<file path="config.mk">
export PLATFORM = sky130hd
export DESIGN_NAME = alu_equiv_driver
export DESIGN_NICKNAME = d
export VERILOG_FILES = /design/src/rtl/alu_equiv_driver.sv
export SDC_FILE = /design/constraint.sdc
export NUM_CORES = 1
export LEC_CHECK = 0
export ABC_CLOCK_PERIOD_IN_PS = 6000
export BUFFER_PORTS_ARGS = -buffer_cell sky130_fd_sc_hd__buf_2
export CAP_MARGIN = 10
export CORE_AREA = 2 2 142 144
export DETAILED_ROUTE_END_ITERATION = 16
export DIE_AREA = 0 0 144 146
export PLACE_DENSITY_LB_ADDON = 0.05
export SLEW_MARGIN = 5
export SYNTH_ARGS = -nofsm -noshare
export SYNTH_HDL_FRONTEND = slang
export SYNTH_SLANG_ARGS = --single-unit
</file>
<file path="constraint.sdc">
create_clock -name clk -period 6 [get_ports clk]
set_input_delay 0.6 -clock clk [delete_from_list [all_inputs] [get_ports clk]]
set_output_delay 0.6 -clock clk [all_outputs]
set_load 0.005 [all_outputs]
</file>
<file path="src/rtl/alu_equiv_driver.sv">
// LFSR-driven stimulus engine for a two-ALU equivalence harness: applies each
// pseudo-random vector to both ALUs, compares results, counts and captures failures.
module alu_equiv_driver #(
    parameter int unsigned NUM_VECTORS = 1024,
    parameter logic [47:0] SEED        = 48'h0000_ACE1_2458
) (
    input  logic        clk,
    input  logic        reset,
    input  logic        start,
    output logic [15:0] a_out,
    output logic [15:0] b_out,
    output logic        c_out,
    output logic [7:0]  op_out,
    input  logic [15:0] y1,
    input  logic [15:0] y2,
    input  logic [4:0]  flags1,
    input  logic [4:0]  flags2,
    output logic        busy,
    output logic        done,
    output logic        pass,
    output logic [15:0] err_count,
    output logic        fail_valid,
    output logic [15:0] fail_index,
    output logic [15:0] fail_a,
    output logic [15:0] fail_b,
    output logic        fail_c,
    output logic [7:0]  fail_op
);

    // An all-zero state would lock the XOR-form LFSR, so it is never loaded.
    localparam logic [47:0] SEED_EFF = (SEED == 48'd0) ? 48'd1 : SEED;
    localparam logic [15:0] LAST_IDX = 16'(NUM_VECTORS - 1);

    typedef enum logic [1:0] {IDLE, LOAD, CHECK, DONE} state_t;

    state_t      state;
    logic [47:0] lfsr;
    logic [15:0] vec_idx;
    logic        mismatch;

    function automatic logic [47:0] lfsr_step(input logic [47:0] s);
        return {s[46:0], s[47] ^ s[46] ^ s[20] ^ s[19]};
    endfunction

    function automatic logic [15:0] sat_inc(input logic [15:0] v);
        return (v == 16'hFFFF) ? v : v + 16'd1;
    endfunction

    assign mismatch = (y1 != y2) || (flags1 != flags2);

    always_ff @(posedge clk or posedge reset) begin
        if (reset) begin
            state      <= IDLE;
            lfsr       <= SEED_EFF;
            vec_idx    <= '0;
            a_out      <= '0;
            b_out      <= '0;
            c_out      <= 1'b0;
            op_out     <= '0;
            busy       <= 1'b0;
            done       <= 1'b0;
            pass       <= 1'b0;
            err_count  <= '0;
            fail_valid <= 1'b0;
            fail_index <= '0;
            fail_a     <= '0;
            fail_b     <= '0;
            fail_c     <= 1'b0;
            fail_op    <= '0;
        end else begin
            case (state)
                IDLE, DONE: begin
                    if (start) begin
                        lfsr       <= SEED_EFF;
                        vec_idx    <= '0;
                        err_count  <= '0;
                        fail_valid <= 1'b0;
                        fail_index <= '0;
                        fail_a     <= '0;
                        fail_b     <= '0;
                        fail_c     <= 1'b0;
                        fail_op    <= '0;
                        busy       <= 1'b1;
                        done       <= 1'b0;
                        pass       <= 1'b0;
                        state      <= LOAD;
                    end
                end
                LOAD: begin
                    a_out  <= lfsr[15:0];
                    b_out  <= lfsr[31:16];
                    op_out <= lfsr[39:32];
                    c_out  <= lfsr[40];
                    state  <= CHECK;
                end
                CHECK: begin
                    if (mismatch) begin
                        err_count <= sat_inc(err_count);
                        if (!fail_valid) begin
                            fail_valid <= 1'b1;
                            fail_index <= vec_idx;
                            fail_a     <= a_out;
                            fail_b     <= b_out;
                            fail_c     <= c_out;
                            fail_op    <= op_out;
                        end
                    end
                    lfsr    <= lfsr_step(lfsr);
                    vec_idx <= vec_idx + 16'd1;
                    // pass must also see a mismatch on the final vector.
                    if (vec_idx == LAST_IDX) begin
                        busy  <= 1'b0;
                        done  <= 1'b1;
                        pass  <= !mismatch && (err_count == 16'd0);
                        state <= DONE;
                    end else begin
                        state <= LOAD;
                    end
                end
                default: state <= IDLE;
            endcase
        end
    end

endmodule

</file>
==> report_table.html, run 1 <==
<table>
<tr><th>Metric</th><th>Value</th></tr>
<tr><th colspan="2">Yosys</th></tr>
<tr><td>Sequential area share after synthesis</td><td>60.0%</td></tr>
<tr><td>Syn. warnings</td><td>0</td></tr>
<tr><td>Post-synthesis cell count</td><td>between 600 and 700</td></tr>
<tr><td>Cell area after synthesis</td><td>7700 um2</td></tr>
<tr><td>FF+latch count, synth</td><td>184</td></tr>
<tr><td>Library cells used by synthesis</td><td>44</td></tr>
<tr><td>Main flop type after synthesis</td><td>sky130_fd_sc_hd__dfrtp_1</td></tr>
<tr><td>Mapped Nets</td><td>664</td></tr>
<tr><td>Mean post-synth cell area</td><td>12.5 um2</td></tr>
<tr><td>Asr flop ratio synth</td><td>between 90% and 100%</td></tr>
<tr><td>Count of flip-flops with a built-in enable after synthesis</td><td>0</td></tr>
<tr><th colspan="2">STA</th></tr>
<tr><td>Fin Setup TNS</td><td>0 ns</td></tr>
<tr><td>Final period demand of the worst path</td><td>2.98 ns</td></tr>
<tr><td>Setup Skew</td><td>0.00836 ns</td></tr>
<tr><td>Final setup violation count</td><td>0</td></tr>
<tr><td>Hold slack final</td><td>0.272 ns</td></tr>
<tr><td>RSZ-0062 raised after global routing</td><td>no</td></tr>
<tr><td>Ratio of final minimum period to clock period</td><td>about half</td></tr>
<tr><td>Max-slew violation count</td><td>0</td></tr>
<tr><td>Hold Violations, Final</td><td>0</td></tr>
<tr><td>Transition time at the pin with the least slew margin</td><td>~1.1 ns</td></tr>
<tr><td>Maximum clock rate</td><td>0.336 GHz</td></tr>
<tr><td>Max transition margin</td><td>27.1%</td></tr>
<tr><th colspan="2">Power</th></tr>
<tr><td>Leakage power</td><td>~4.6 nW</td></tr>
<tr><td>VDD IR-drop max</td><td>0.214 mV</td></tr>
<tr><td>Power density of the placed cells</td><td>395 nW/um2</td></tr>
<tr><th colspan="2">Flow run</th></tr>
<tr><td>Max-capacitance violation count</td><td>0</td></tr>
<tr><th colspan="2">GRT</th></tr>
<tr><td>Pin count of the biggest net entering global routing</td><td>105</td></tr>
<tr><td>First-pass GRT wire length</td><td>29100 um</td></tr>
<tr><td>Grt total ovfl</td><td>0</td></tr>
<tr><td>Number of global-route vias before repair</td><td>5428</td></tr>
<tr><td>Gr usage total</td><td>17.5%</td></tr>
<tr><td>Number of antenna violations at the first check in global routing</td><td>0</td></tr>
<tr><th colspan="2">Placement</th></tr>
<tr><td>Port bufs</td><td>162</td></tr>
<tr><td>Placed Cells incl. Taps</td><td>1006</td></tr>
<tr><td>Final weighted congestion in routability-driven placement</td><td>around 0.80</td></tr>
<tr><td>Placed wire-length estimate after detailed placement</td><td>11200 um</td></tr>
<tr><th colspan="2">Cells and area</th></tr>
<tr><td>Most common cell after layout, fill and taps aside</td><td>sky130_fd_sc_hd__dfrtp_1</td></tr>
<tr><td>Final Instance Count excl. Fillers</td><td>1039</td></tr>
<tr><td>Synthesis-to-layout area growth</td><td>20.9%</td></tr>
<tr><td>Commonest non-fill, non-tap cells in the layout</td><td>sky130_fd_sc_hd__dfrtp_1 (171), sky130_fd_sc_hd__buf_2 (162), sky130_fd_sc_hd__a22o_1 (85)</td></tr>
<tr><td>Ratio of cells with drive above 1 in the final layout</td><td>34.5%</td></tr>
<tr><td>Antenna diode count</td><td>0</td></tr>
<tr><td>Final nets</td><td>around 810</td></tr>
<tr><th colspan="2">Clocking</th></tr>
<tr><td>PostCTS Resize Cnt</td><td>0</td></tr>
<tr><td>Total CTS buffers</td><td>17</td></tr>
<tr><td>Clock-pin slew on the worst setup and hold paths</td><td>0.07 ns</td></tr>
<tr><td>CTS tree</td><td>yes</td></tr>
<tr><td>Number of hold buffers added after cts</td><td>0</td></tr>
<tr><td>Cell chosen for the clock root</td><td>sky130_fd_sc_hd__clkbuf_16</td></tr>
<tr><td>CTS Buffer Depth</td><td>2</td></tr>
<tr><td>Sinks on Clock Net</td><td>between 150 and 200</td></tr>
<tr><td>H-tree depth reported by CTS</td><td>4</td></tr>
<tr><td>Worst skew pair latency</td><td>0.43 ns</td></tr>
<tr><td>Buffer count from post-CTS setup fixing</td><td>0</td></tr>
<tr><th colspan="2">Worst setup path</th></tr>
<tr><td>Critical path data arrival time</td><td>3.33 ns</td></tr>
<tr><td>CP required</td><td>6.36 ns</td></tr>
<tr><td>Logic depth of the worst register-to-register path</td><td>7</td></tr>
<tr><td>CP Capture Type</td><td>flip-flop</td></tr>
<tr><td>Top fanout value on the critical path</td><td>49</td></tr>
<tr><td>Startpoint type of the worst setup path</td><td>flip-flop</td></tr>
<tr><td>Critical path start-end classification</td><td>reg2reg</td></tr>
<tr><td>Startpoint of the most critical register-to-register path</td><td>state[0]$_DFFE_PP0P_</td></tr>
<tr><td>Reg2reg end</td><td>fail_op[6]$_DFFE_PP0P_</td></tr>
<tr><td>Flop-to-flop setup slack</td><td>3.02 ns</td></tr>
<tr><th colspan="2">Floorplanning</th></tr>
<tr><td>Die Y-Extent</td><td>146 um</td></tr>
<tr><td>Initial core utilization</td><td>39.8%</td></tr>
<tr><td>DIE WIDTH</td><td>144 um</td></tr>
<tr><td>Placeable core area</td><td>approximately 19000 um2</td></tr>
<tr><td>Top-Level Pins</td><td>163</td></tr>
<tr><td>Row count</td><td>51</td></tr>
<tr><td>Die Footprint</td><td>21000 um2</td></tr>
<tr><th colspan="2">Drt</th></tr>
<tr><td># DRC</td><td>0</td></tr>
<tr><td>Antenna violation net count after detailed routing</td><td>0</td></tr>
<tr><td>Total vias in the final route</td><td>5450</td></tr>
<tr><td>Vias per cell</td><td>~5.2</td></tr>
<tr><td>Iteration count of the initial detailed-routing pass</td><td>4</td></tr>
<tr><td>Total wirelength of the detailed-routed design</td><td>17900 um</td></tr>
<tr><td>DRT iter0 DRCs</td><td>206</td></tr>
<tr><td>DR WL/cell</td><td>roughly 17 um</td></tr>
<tr><th colspan="2">Min path</th></tr>
<tr><td>Worst Hold Class</td><td>in2async</td></tr>
<tr><th colspan="2">Run status</th></tr>
<tr><td>Status</td><td>finished, final reports clean</td></tr>
</table>
==> area by class of cell <==
class | instances | area, um2
Clock buffer | 18 | 439
Clock inverter | 14 | 136
Multi-Input combinational cell | 375 | 2860
Inverter | 16 | 67.6
Fill cell | 1748 | 10000
Tap cell | 265 | 332
Sequential cell | 184 | 4620
Timing Repair Buffer | 167 | 861
==> power breakdown <==
| part | leakage, nW | internal, mW | switching, mW |
|---|---|---|---|
| sequential | 2.44 | 1.44 | 0.139 |
| combinational | 1.92 | 0.397 | 0.610 |
| clock | 0.276 | 0.561 | 0.525 |
| total | 4.64 | 2.40 | 1.27 |
==> synth_stat cells (2+ instances only) <==
master / n / area share, %
sky130_fd_sc_hd__xor2_1: 12 / 1.4
sky130_fd_sc_hd__buf_2: 4 / 0.26
sky130_fd_sc_hd__nor3b_1: 2 / 0.19
sky130_fd_sc_hd__buf_1: 2 / 0.097
sky130_fd_sc_hd__o22ai_1: 2 / 0.16
sky130_fd_sc_hd__ha_1: 5 / 0.81
sky130_fd_sc_hd__nand2_1: 33 / 1.6
sky130_fd_sc_hd__xnor2_1: 21 / 2.4
sky130_fd_sc_hd__nand4_1: 10 / 0.81
sky130_fd_sc_hd__nor4_1: 6 / 0.49
sky130_fd_sc_hd__inv_1: 15 / 0.73
sky130_fd_sc_hd__dfstp_2: 13 / 4.4
sky130_fd_sc_hd__clkbuf_1: 28 / 1.4
sky130_fd_sc_hd__buf_4: 2 / 0.19
sky130_fd_sc_hd__or3_1: 3 / 0.24
sky130_fd_sc_hd__a211o_1: 5 / 0.57
sky130_fd_sc_hd__nand2b_1: 2 / 0.16
sky130_fd_sc_hd__a21oi_1: 7 / 0.45
sky130_fd_sc_hd__o21ai_0: 15 / 0.97
sky130_fd_sc_hd__o41ai_2: 2 / 0.42
sky130_fd_sc_hd__buf_6: 3 / 0.44
sky130_fd_sc_hd__and3_1: 13 / 1.1
sky130_fd_sc_hd__nand3_1: 21 / 1.4
sky130_fd_sc_hd__mux2_2: 41 / 6.0
sky130_fd_sc_hd__or4_1: 6 / 0.58
sky130_fd_sc_hd__a21o_1: 7 / 0.68
sky130_fd_sc_hd__nor2_1: 21 / 1.0
sky130_fd_sc_hd__a22o_1: 85 / 9.7
sky130_fd_sc_hd__o21a_1: 3 / 0.29
sky130_fd_sc_hd__nor4b_1: 4 / 0.45
sky130_fd_sc_hd__dfrtp_1: 171 / 56
sky130_fd_sc_hd__o41ai_1: 4 / 0.45
sky130_fd_sc_hd__o22a_1: 13 / 1.5
sky130_fd_sc_hd__mux2i_1: 12 / 1.6
sky130_fd_sc_hd__or2_2: 3 / 0.24
sky130_fd_sc_hd__nor3_1: 10 / 0.65
==> state kept, by name (all words and copies together), names as in the netlist <==
register and count:
a_out 16, b_out 16, busy 1, c_out 1, done 1, err_count 16
fail_a 16, fail_b 16, fail_c 1, fail_index 16, fail_op 8, fail_valid 1
lfsr 48, op_out 8, pass 1, state 2, vec_idx 16
==> logic make-up (layout without fill, tap and decap cells) <==
kind of cell | after synthesis | count (layout) | synth area share [%]
flops | 184 | 184 | 60.0
xor+xnor | 33 | 33 | 3.75
buf+inv | 55 | 215 | 3.13
simple gates | 139 | 139 | 9.44
fa+ha+maj | 5 | 5 | 0.812
mux | 53 | 53 | 7.55
compound gates | 145 | 145 | 15.3
==> per-stage QoR <==
step / power (mW) / util [%] / setup WS (ns) / area (um2)
detailed placement: 2.62 / 45.1 / 2.57 / 8720
CTS: 3.71 / 48.1 / 2.72 / 9300
global route: 3.89 / 48.2 / 2.73 / 9320
global placement: 2.59 / 45.1 / 2.70 / 8720
floorplan: 2.29 / - / 0.421 / 7700
finish: 3.68 / 48.2 / 3.02 / 9320
==> layer usage <==
metal	vias up	GRT usage, %	wire [um]
met3	26	3.03	544
met2	103	27.8	8660
li1	2560	-	-
met5	-	0	0
met4	0	5.98	282
met1	2761	24.3	8410
==> worst max-delay path, cell delays in order, from the launching register on <==
cell and delay [ns]:
sky130_fd_sc_hd__dfrtp_1 0.41, sky130_fd_sc_hd__inv_1 0.07, sky130_fd_sc_hd__ha_1 0.17, sky130_fd_sc_hd__buf_4 0.33, sky130_fd_sc_hd__nand2_1 0.54, sky130_fd_sc_hd__nor2_1 0.24, sky130_fd_sc_hd__o21a_2 0.88, sky130_fd_sc_hd__a22o_1 0.26
==> worst max-delay path by stage <==
stage,from,endpoint,cells past startpoint
floorplan,reset,a_out[0]$_DFFE_PP0N_,1
global placement,y2[0],fail_index[14]$_DFFE_PP0P_,7
detailed placement,y2[0],fail_index[12]$_DFFE_PP0P_,7
CTS,state[0]$_DFFE_PP0P_,fail_index[12]$_DFFE_PP0P_,8
global route,state[0]$_DFFE_PP0P_,fail_a[11]$_DFFE_PP0P_,7
finish,state[0]$_DFFE_PP0P_,fail_op[6]$_DFFE_PP0P_,7
(Power assumes the default switching activity.)
==> run 2, diff against run 1 <==
ABC_CLOCK_PERIOD_IN_PS = 2600   (was 6000)
clock period = 2.6 ns   (was 6 ns; I/O delays follow)
==> report_table.html, run 2 (synthesized netlist as in run 1, its figures left out) <==
<table>
<tr><th>Metric</th><th>Value</th></tr>
<tr><th colspan="2">Worst setup path</th></tr>
<tr><td>Ordered cell list for the critical path</td><td>inv_1, ha_1, inv_2, o21a_2, buf_4, nor4_2, nand3_1, xor2_1, nor2_1</td></tr>
<tr><td>Critical Path Stages</td><td>9</td></tr>
<tr><td>Critical path data arrival time</td><td>2.61 ns</td></tr>
<tr><td>Top fanout value on the critical path</td><td>16</td></tr>
<tr><td>CP required</td><td>2.88 ns</td></tr>
<tr><td>Dominant delay contributor by cell family on the critical path</td><td>simple AND/OR/NAND/NOR gates</td></tr>
<tr><td>Critical path start-end classification</td><td>reg2reg</td></tr>
<tr><td>Slowest cell on crit path</td><td>sky130_fd_sc_hd__nor4_2</td></tr>
<tr><td>Buffer and inverter count on the worst path</td><td>3</td></tr>
<tr><td>Delay of the slowest cell on the worst path</td><td>0.48 ns</td></tr>
<tr><td>Logic depth of the worst register-to-register path</td><td>9</td></tr>
<tr><td>CP Capture Type</td><td>flip-flop</td></tr>
<tr><td>Startpoint type of the worst setup path</td><td>flip-flop</td></tr>
<tr><th colspan="2">GRT</th></tr>
<tr><td>Number of antenna violations at the first check in global routing</td><td>1</td></tr>
<tr><td>Pin count of the biggest net entering global routing</td><td>66</td></tr>
<tr><td>Grt total ovfl</td><td>0</td></tr>
<tr><td>Number of global-route vias before repair</td><td>around 5600</td></tr>
<tr><td>First-pass GRT wire length</td><td>just under 30000 um</td></tr>
<tr><td>Gr usage total</td><td>18.1%</td></tr>
<tr><th colspan="2">Drt</th></tr>
<tr><td># DRC</td><td>0</td></tr>
<tr><td>Antenna violation net count after detailed routing</td><td>0</td></tr>
<tr><td>DRT iter0 DRCs</td><td>241</td></tr>
<tr><td>Vias per cell</td><td>5.27</td></tr>
<tr><td>DR WL/cell</td><td>approximately 17 um</td></tr>
<tr><td>Total wirelength of the detailed-routed design</td><td>18100 um</td></tr>
<tr><td>Total vias in the final route</td><td>5537</td></tr>
<tr><td>Iteration count of the initial detailed-routing pass</td><td>4</td></tr>
<tr><th colspan="2">Clocking</th></tr>
<tr><td>Worst skew pair latency</td><td>0.43 ns</td></tr>
<tr><td>Total CTS buffers</td><td>17</td></tr>
<tr><td>Cell chosen for the clock root</td><td>sky130_fd_sc_hd__clkbuf_16</td></tr>
<tr><td>H-tree depth reported by CTS</td><td>4</td></tr>
<tr><td>CTS Buffer Depth</td><td>2</td></tr>
<tr><td>Buffer count from post-CTS setup fixing</td><td>0</td></tr>
<tr><td>Sinks on Clock Net</td><td>approximately 180</td></tr>
<tr><td>Clock-pin slew on the worst setup and hold paths</td><td>~0.07 ns</td></tr>
<tr><td>CTS tree</td><td>yes</td></tr>
<tr><th colspan="2">STA</th></tr>
<tr><td>Final period demand of the worst path</td><td>2.32 ns</td></tr>
<tr><td>Maximum clock rate</td><td>0.430 GHz</td></tr>
<tr><td>Transition time at the pin with the least slew margin</td><td>0.879 ns</td></tr>
<tr><td>Hold Violations, Final</td><td>0</td></tr>
<tr><td>Final setup violation count</td><td>0</td></tr>
<tr><td>Ratio of final minimum period to clock period</td><td>89.4%</td></tr>
<tr><td>Setup Skew</td><td>0.0143 ns</td></tr>
<tr><td>Max-slew violation count</td><td>0</td></tr>
<tr><td>RSZ-0062 raised after global routing</td><td>no</td></tr>
<tr><td>Max transition margin</td><td>41.3%</td></tr>
<tr><th colspan="2">Power</th></tr>
<tr><td>Clk pwr share</td><td>29.8%</td></tr>
<tr><td>Internal Pwr Total</td><td>~5.8 mW</td></tr>
<tr><td>Share of power burned in combinational logic</td><td>28.3%</td></tr>
<tr><td>Part of the total power dissipated in sequential elements</td><td>between 40% and 50%</td></tr>
<tr><td>Power density of the placed cells</td><td>920 nW/um2</td></tr>
<tr><td>Net switching power of the design</td><td>between 2 and 3 mW</td></tr>
<tr><td>Switching share of power</td><td>33.0%</td></tr>
<tr><td>Design Power</td><td>just under 9 mW</td></tr>
<tr><td>VDD IR-drop max</td><td>slightly above 0.4 mV</td></tr>
<tr><td>Leakage power</td><td>4.72 nW</td></tr>
<tr><th colspan="2">Floorplanning</th></tr>
<tr><td>Initial core utilization</td><td>39.8%</td></tr>
<tr><td>Top-Level Pins</td><td>163</td></tr>
<tr><td>Die Y-Extent</td><td>146 um</td></tr>
<tr><td>DIE WIDTH</td><td>144 um</td></tr>
<tr><td>Row count</td><td>between 50 and 60</td></tr>
<tr><td>Placeable core area</td><td>19300 um2</td></tr>
<tr><td>Die Footprint</td><td>approximately 21000 um2</td></tr>
<tr><th colspan="2">Cells and area</th></tr>
<tr><td>Largest register FFs</td><td>48</td></tr>
<tr><td>Synthesis-to-layout area growth</td><td>23.1%</td></tr>
<tr><td>Final nets</td><td>roughly 800</td></tr>
<tr><td>Register containing the most flip-flops in the final layout</td><td>lfsr</td></tr>
<tr><td>Most common cell after layout, fill and taps aside</td><td>sky130_fd_sc_hd__dfrtp_1</td></tr>
<tr><td>Commonest non-fill, non-tap cells in the layout</td><td>sky130_fd_sc_hd__dfrtp_1 (171), sky130_fd_sc_hd__buf_2 (162), sky130_fd_sc_hd__a22o_1 (85)</td></tr>
<tr><td>Final Instance Count excl. Fillers</td><td>1051</td></tr>
<tr><td>Ratio of cells with drive above 1 in the final layout</td><td>35.2%</td></tr>
<tr><td>Number of fillers in the final layout</td><td>1752</td></tr>
<tr><th colspan="2">Placement</th></tr>
<tr><td>Placed Cells incl. Taps</td><td>1017</td></tr>
<tr><td>Final weighted congestion in routability-driven placement</td><td>0.767</td></tr>
<tr><td>Placed wire-length estimate after detailed placement</td><td>12000 um</td></tr>
<tr><td>Port bufs</td><td>roughly 160</td></tr>
<tr><th colspan="2">Min path</th></tr>
<tr><td>Worst Hold Class</td><td>in2reg</td></tr>
<tr><td>Worst Hold Path Cells</td><td>3</td></tr>
<tr><th colspan="2">Flow run</th></tr>
<tr><td>Max-capacitance violation count</td><td>0</td></tr>
<tr><th colspan="2">Run status</th></tr>
<tr><td>Status</td><td>finished, final reports clean</td></tr>
</table>
## run 2: metal layers
layer / vias up / GRT usage (%) / part of all wire, %
met3: 20 / 3.16 / 3.3
met5: - / 0 / 0
met4: 0 / 5.64 / 1.5
li1: 2585 / - / -
met2: 110 / 29.8 / 50
met1: 2822 / 24.3 / 45
## run 2: cell type report
cell class	count	area [um2]	area share, %
diodes	1	2.50	0.0264
clock buffers	21	460	4.86
clock inverters	11	136	1.44
inverters	16	63.8	0.673
multi-input cells	375	2870	30.3
flip-flops and latches	184	4620	48.7
well taps	265	332	3.50
repair buffers	178	996	10.5
## run 2: final timing paths
kind,slack (ns),from,end
max,0.28,state[0]$_DFFE_PP0P_,vec_idx[13]$_DFFE_PP0P_
min,0.21,start,state[0]$_DFFE_PP0P_
max reg2reg,0.28,state[0]$_DFFE_PP0P_,vec_idx[13]$_DFFE_PP0P_
min reg2reg,0.49,busy$_DFFE_PP0P_,busy$_DFFE_PP0P_
max in group asynchronous,1.38,reset,lfsr[10]$_DFFE_PP1P_
min in group asynchronous,0.45,reset,b_out[9]$_DFFE_PP0N_
## run 2: metrics by stage
stage,util [%],hold WS (ns),TNS [ns],cell area (um2),setup WS (ns)
after floorplan,-,0.466,-2.38,7710,-0.0139
final,49.0,0.212,0,9480,0.276
after CTS,49.0,0.187,0,9470,0.135
after global routing,49.0,0.231,0,9480,0.0193
after global placement,45.8,0.356,0,8860,0.273
after detailed placement,45.8,0.367,0,8860,0.146
## run 2: power groups by stage
stage	logic (mW)	clock network, mW	registers [mW]
final	2.47	2.60	3.65
after floorplan	1.65	0	3.64
after detailed placement	2.50	0	3.70
after global placement	2.45	0	3.69
after global routing	2.73	2.80	3.72
after CTS	2.51	2.70	3.66
## run 2: worst min-delay path, cell delays in order
cell	delay, ns
sky130_fd_sc_hd__buf_2	0.08
sky130_fd_sc_hd__nand2b_1	0.16
sky130_fd_sc_hd__a21oi_1	0.08
## run 2: repair_timing
action,in CTS,in global routing
endpoints found under the setup margin,0,50
gates resized for setup,0,2
hold buffers,1,0
endpoints found under the hold margin,19,0
==> run 3, diff against run 2 <==
MAX_ROUTING_LAYER = met4   (was unset)
==> report_table.html, run 3 (synthesized netlist as in run 1, its figures left out) <==
<table>
<tr><th>Metric</th><th>Value</th></tr>
<tr><th colspan="2">Drt</th></tr>
<tr><td>DRT iter0 DRCs</td><td>234</td></tr>
<tr><td>Iteration count of the initial detailed-routing pass</td><td>5</td></tr>
<tr><td>Antenna violation net count after detailed routing</td><td>0</td></tr>
<tr><td>Vias per cell</td><td>5.26</td></tr>
<tr><td>Total vias in the final route</td><td>5533</td></tr>
<tr><td>Total wirelength of the detailed-routed design</td><td>18100 um</td></tr>
<tr><td>DR WL/cell</td><td>17.2 um</td></tr>
<tr><td># DRC</td><td>0</td></tr>
<tr><th colspan="2">Power</th></tr>
<tr><td>Part of the total power dissipated in sequential elements</td><td>a little over two fifths</td></tr>
<tr><td>Clk pwr share</td><td>29.8%</td></tr>
<tr><td>Switching share of power</td><td>33.0%</td></tr>
<tr><td>Internal Pwr Total</td><td>5.84 mW</td></tr>
<tr><td>Design Power</td><td>8.73 mW</td></tr>
<tr><td>Net switching power of the design</td><td>roughly 2.9 mW</td></tr>
<tr><td>Power density of the placed cells</td><td>between 900 and 1000 nW/um2</td></tr>
<tr><td>Share of power burned in combinational logic</td><td>28.3%</td></tr>
<tr><td>VDD IR-drop max</td><td>0.404 mV</td></tr>
<tr><td>Leakage power</td><td>4.72 nW</td></tr>
<tr><th colspan="2">STA</th></tr>
<tr><td>Final setup violation count</td><td>0</td></tr>
<tr><td>Hold slack final</td><td>around 0.21 ns</td></tr>
<tr><td>Setup Skew</td><td>0.0143 ns</td></tr>
<tr><td>Max-slew violation count</td><td>0</td></tr>
<tr><td>Max transition margin</td><td>41.3%</td></tr>
<tr><td>PnR worst setup slack</td><td>roughly 0.27 ns</td></tr>
<tr><td>Ratio of final minimum period to clock period</td><td>89.6%</td></tr>
<tr><td>Transition time at the pin with the least slew margin</td><td>between 0.8 and 0.9 ns</td></tr>
<tr><td>Hold Violations, Final</td><td>0</td></tr>
<tr><td>Final period demand of the worst path</td><td>2.33 ns</td></tr>
<tr><td>RSZ-0062 raised after global routing</td><td>no</td></tr>
<tr><td>Maximum clock rate</td><td>0.429 GHz</td></tr>
<tr><th colspan="2">GRT</th></tr>
<tr><td>Number of antenna violations at the first check in global routing</td><td>1</td></tr>
<tr><td>Grt total ovfl</td><td>0</td></tr>
<tr><td>First-pass GRT wire length</td><td>29900 um</td></tr>
<tr><td>Pin count of the biggest net entering global routing</td><td>66</td></tr>
<tr><td>Gr usage total</td><td>between 10% and 20%</td></tr>
<tr><td>Number of global-route vias before repair</td><td>about 5600</td></tr>
<tr><th colspan="2">Worst setup path</th></tr>
<tr><td>Critical path launch point</td><td>state[0]$_DFFE_PP0P_</td></tr>
<tr><td>Slowest cell on crit path</td><td>sky130_fd_sc_hd__nor2_4</td></tr>
<tr><td>CP required</td><td>2.95 ns</td></tr>
<tr><td>Ordered cell list for the critical path</td><td>inv_1, ha_1, inv_2, o21a_2, buf_4, nor2_4, a22o_1</td></tr>
<tr><td>Buffer and inverter count on the worst path</td><td>3</td></tr>
<tr><td>Dominant delay contributor by cell family on the critical path</td><td>simple AND/OR/NAND/NOR gates</td></tr>
<tr><td>Critical path start-end classification</td><td>reg2reg</td></tr>
<tr><td>Critical path data arrival time</td><td>between 2 and 3 ns</td></tr>
<tr><td>Top fanout value on the critical path</td><td>35</td></tr>
<tr><td>CP Capture Type</td><td>flip-flop</td></tr>
<tr><td>Startpoint of the most critical register-to-register path</td><td>state[0]$_DFFE_PP0P_</td></tr>
<tr><td>Startpoint type of the worst setup path</td><td>flip-flop</td></tr>
<tr><td>Delay of the slowest cell on the worst path</td><td>between 0.6 and 0.7 ns</td></tr>
<tr><th colspan="2">Cells and area</th></tr>
<tr><td>Largest register FFs</td><td>48</td></tr>
<tr><td>Final nets</td><td>822</td></tr>
<tr><td>Register containing the most flip-flops in the final layout</td><td>lfsr</td></tr>
<tr><td>Commonest non-fill, non-tap cells in the layout</td><td>sky130_fd_sc_hd__dfrtp_1 (171), sky130_fd_sc_hd__buf_2 (162), sky130_fd_sc_hd__a22o_1 (85)</td></tr>
<tr><td>Ratio of cells with drive above 1 in the final layout</td><td>35.2%</td></tr>
<tr><td>Most common cell after layout, fill and taps aside</td><td>sky130_fd_sc_hd__dfrtp_1</td></tr>
<tr><td>Synthesis-to-layout area growth</td><td>23.1%</td></tr>
<tr><td>Final Instance Count excl. Fillers</td><td>1051</td></tr>
<tr><th colspan="2">Clocking</th></tr>
<tr><td>Worst skew pair latency</td><td>0.43 ns</td></tr>
<tr><td>Buffer count from post-CTS setup fixing</td><td>0</td></tr>
<tr><td>H-tree depth reported by CTS</td><td>4</td></tr>
<tr><td>Total CTS buffers</td><td>17</td></tr>
<tr><td>Cell chosen for the clock root</td><td>sky130_fd_sc_hd__clkbuf_16</td></tr>
<tr><td>CTS Buffer Depth</td><td>2</td></tr>
<tr><td>Clock-pin slew on the worst setup and hold paths</td><td>0.06 ns</td></tr>
<tr><td>Sinks on Clock Net</td><td>roughly 180</td></tr>
<tr><td>CTS tree</td><td>yes</td></tr>
<tr><th colspan="2">Floorplanning</th></tr>
<tr><td>Top-Level Pins</td><td>163</td></tr>
<tr><td>Initial core utilization</td><td>about two fifths</td></tr>
<tr><td>DIE WIDTH</td><td>144 um</td></tr>
<tr><td>Die Footprint</td><td>21000 um2</td></tr>
<tr><td>Row count</td><td>roughly 50</td></tr>
<tr><td>Placeable core area</td><td>about 19000 um2</td></tr>
<tr><td>Die Y-Extent</td><td>around 150 um</td></tr>
<tr><th colspan="2">Placement</th></tr>
<tr><td>Port bufs</td><td>162</td></tr>
<tr><td>Final weighted congestion in routability-driven placement</td><td>0.777</td></tr>
<tr><td>Placed Cells incl. Taps</td><td>1017</td></tr>
<tr><td>Worst slack at placement</td><td>0.146 ns</td></tr>
<tr><td>Placed wire-length estimate after detailed placement</td><td>approximately 12000 um</td></tr>
<tr><th colspan="2">Run status</th></tr>
<tr><td>Status</td><td>finished, final reports clean</td></tr>
<tr><th colspan="2">Flow run</th></tr>
<tr><td>Max-capacitance violation count</td><td>0</td></tr>
<tr><th colspan="2">Min path</th></tr>
<tr><td>Hold_sp</td><td>start</td></tr>
<tr><td>Worst Hold Class</td><td>in2reg</td></tr>
</table>
-- run 3: per-stage QoR --
| stage | setup TNS, ns | instance area [um2] | util, % |
|---|---|---|---|
| detailed placement | 0 | 8860 | 45.8 |
| global placement | 0 | 8860 | 45.8 |
| global route | 0 | 9480 | 49.0 |
| floorplan | -2.38 | 7710 | - |
| finish | 0 | 9480 | 49.0 |
| CTS | 0 | 9470 | 49.0 |
-- run 3: metal layers --
layer	up-vias	share of wire [%]	global-route usage, %
li1	2586	-	-
met2	114	50	29.7
met3	15	3.7	3.36
met4	0	1.1	5.49
met1	2818	45	24.5
met5	-	0	-
-- run 3: cell type report --
class | instances | area, um2
sequential | 184 | 4620
clock inverter | 11 | 136
antenna | 1 | 2.50
clock buffer | 21 | 460
multi-input combinational | 375 | 2870
inverter | 16 | 63.8
tap | 265 | 332
timing repair buffer | 178 | 996
fill | 1752 | 9850
-- run 3: tightest hold or removal path, stage by stage --
cell and delay (ns):
sky130_fd_sc_hd__buf_2 0.08, sky130_fd_sc_hd__nand2b_1 0.16, sky130_fd_sc_hd__a21oi_1 0.08
-- run 3: power groups by stage --
stage | logic [mW] | clock network (mW) | registers, mW
2_1_floorplan | 1.65 | 0 | 3.64
3_3_place_gp | 2.45 | 0 | 3.69
3_5_place_dp | 2.50 | 0 | 3.70
4_1_cts | 2.51 | 2.70 | 3.66
5_1_grt | 2.73 | 2.80 | 3.72
6_report | 2.47 | 2.60 | 3.66
-- run 3: what timing repair did --
| item | in CTS | in global routing |
|---|---|---|
| setup endpoints to repair | 0 | 50 |
| hold endpoints to repair | 19 | 0 |
| gates resized for setup | 0 | 2 |
| hold buffers | 1 | 0 |
-- run 3: path summary, 6_finish.rpt --
path,to,slack [ns],cells past startpoint
worst max-delay path,lfsr[43]$_DFFE_PP0P_,0.27,7
worst min-delay path,state[0]$_DFFE_PP0P_,0.21,3
worst max register to register,lfsr[43]$_DFFE_PP0P_,0.27,7
worst min register to register,pass$_DFFE_PP0P_,0.49,2
max in group asynchronous,lfsr[10]$_DFFE_PP1P_,1.38,4
min in group asynchronous,fail_b[9]$_DFFE_PP0P_,0.45,3
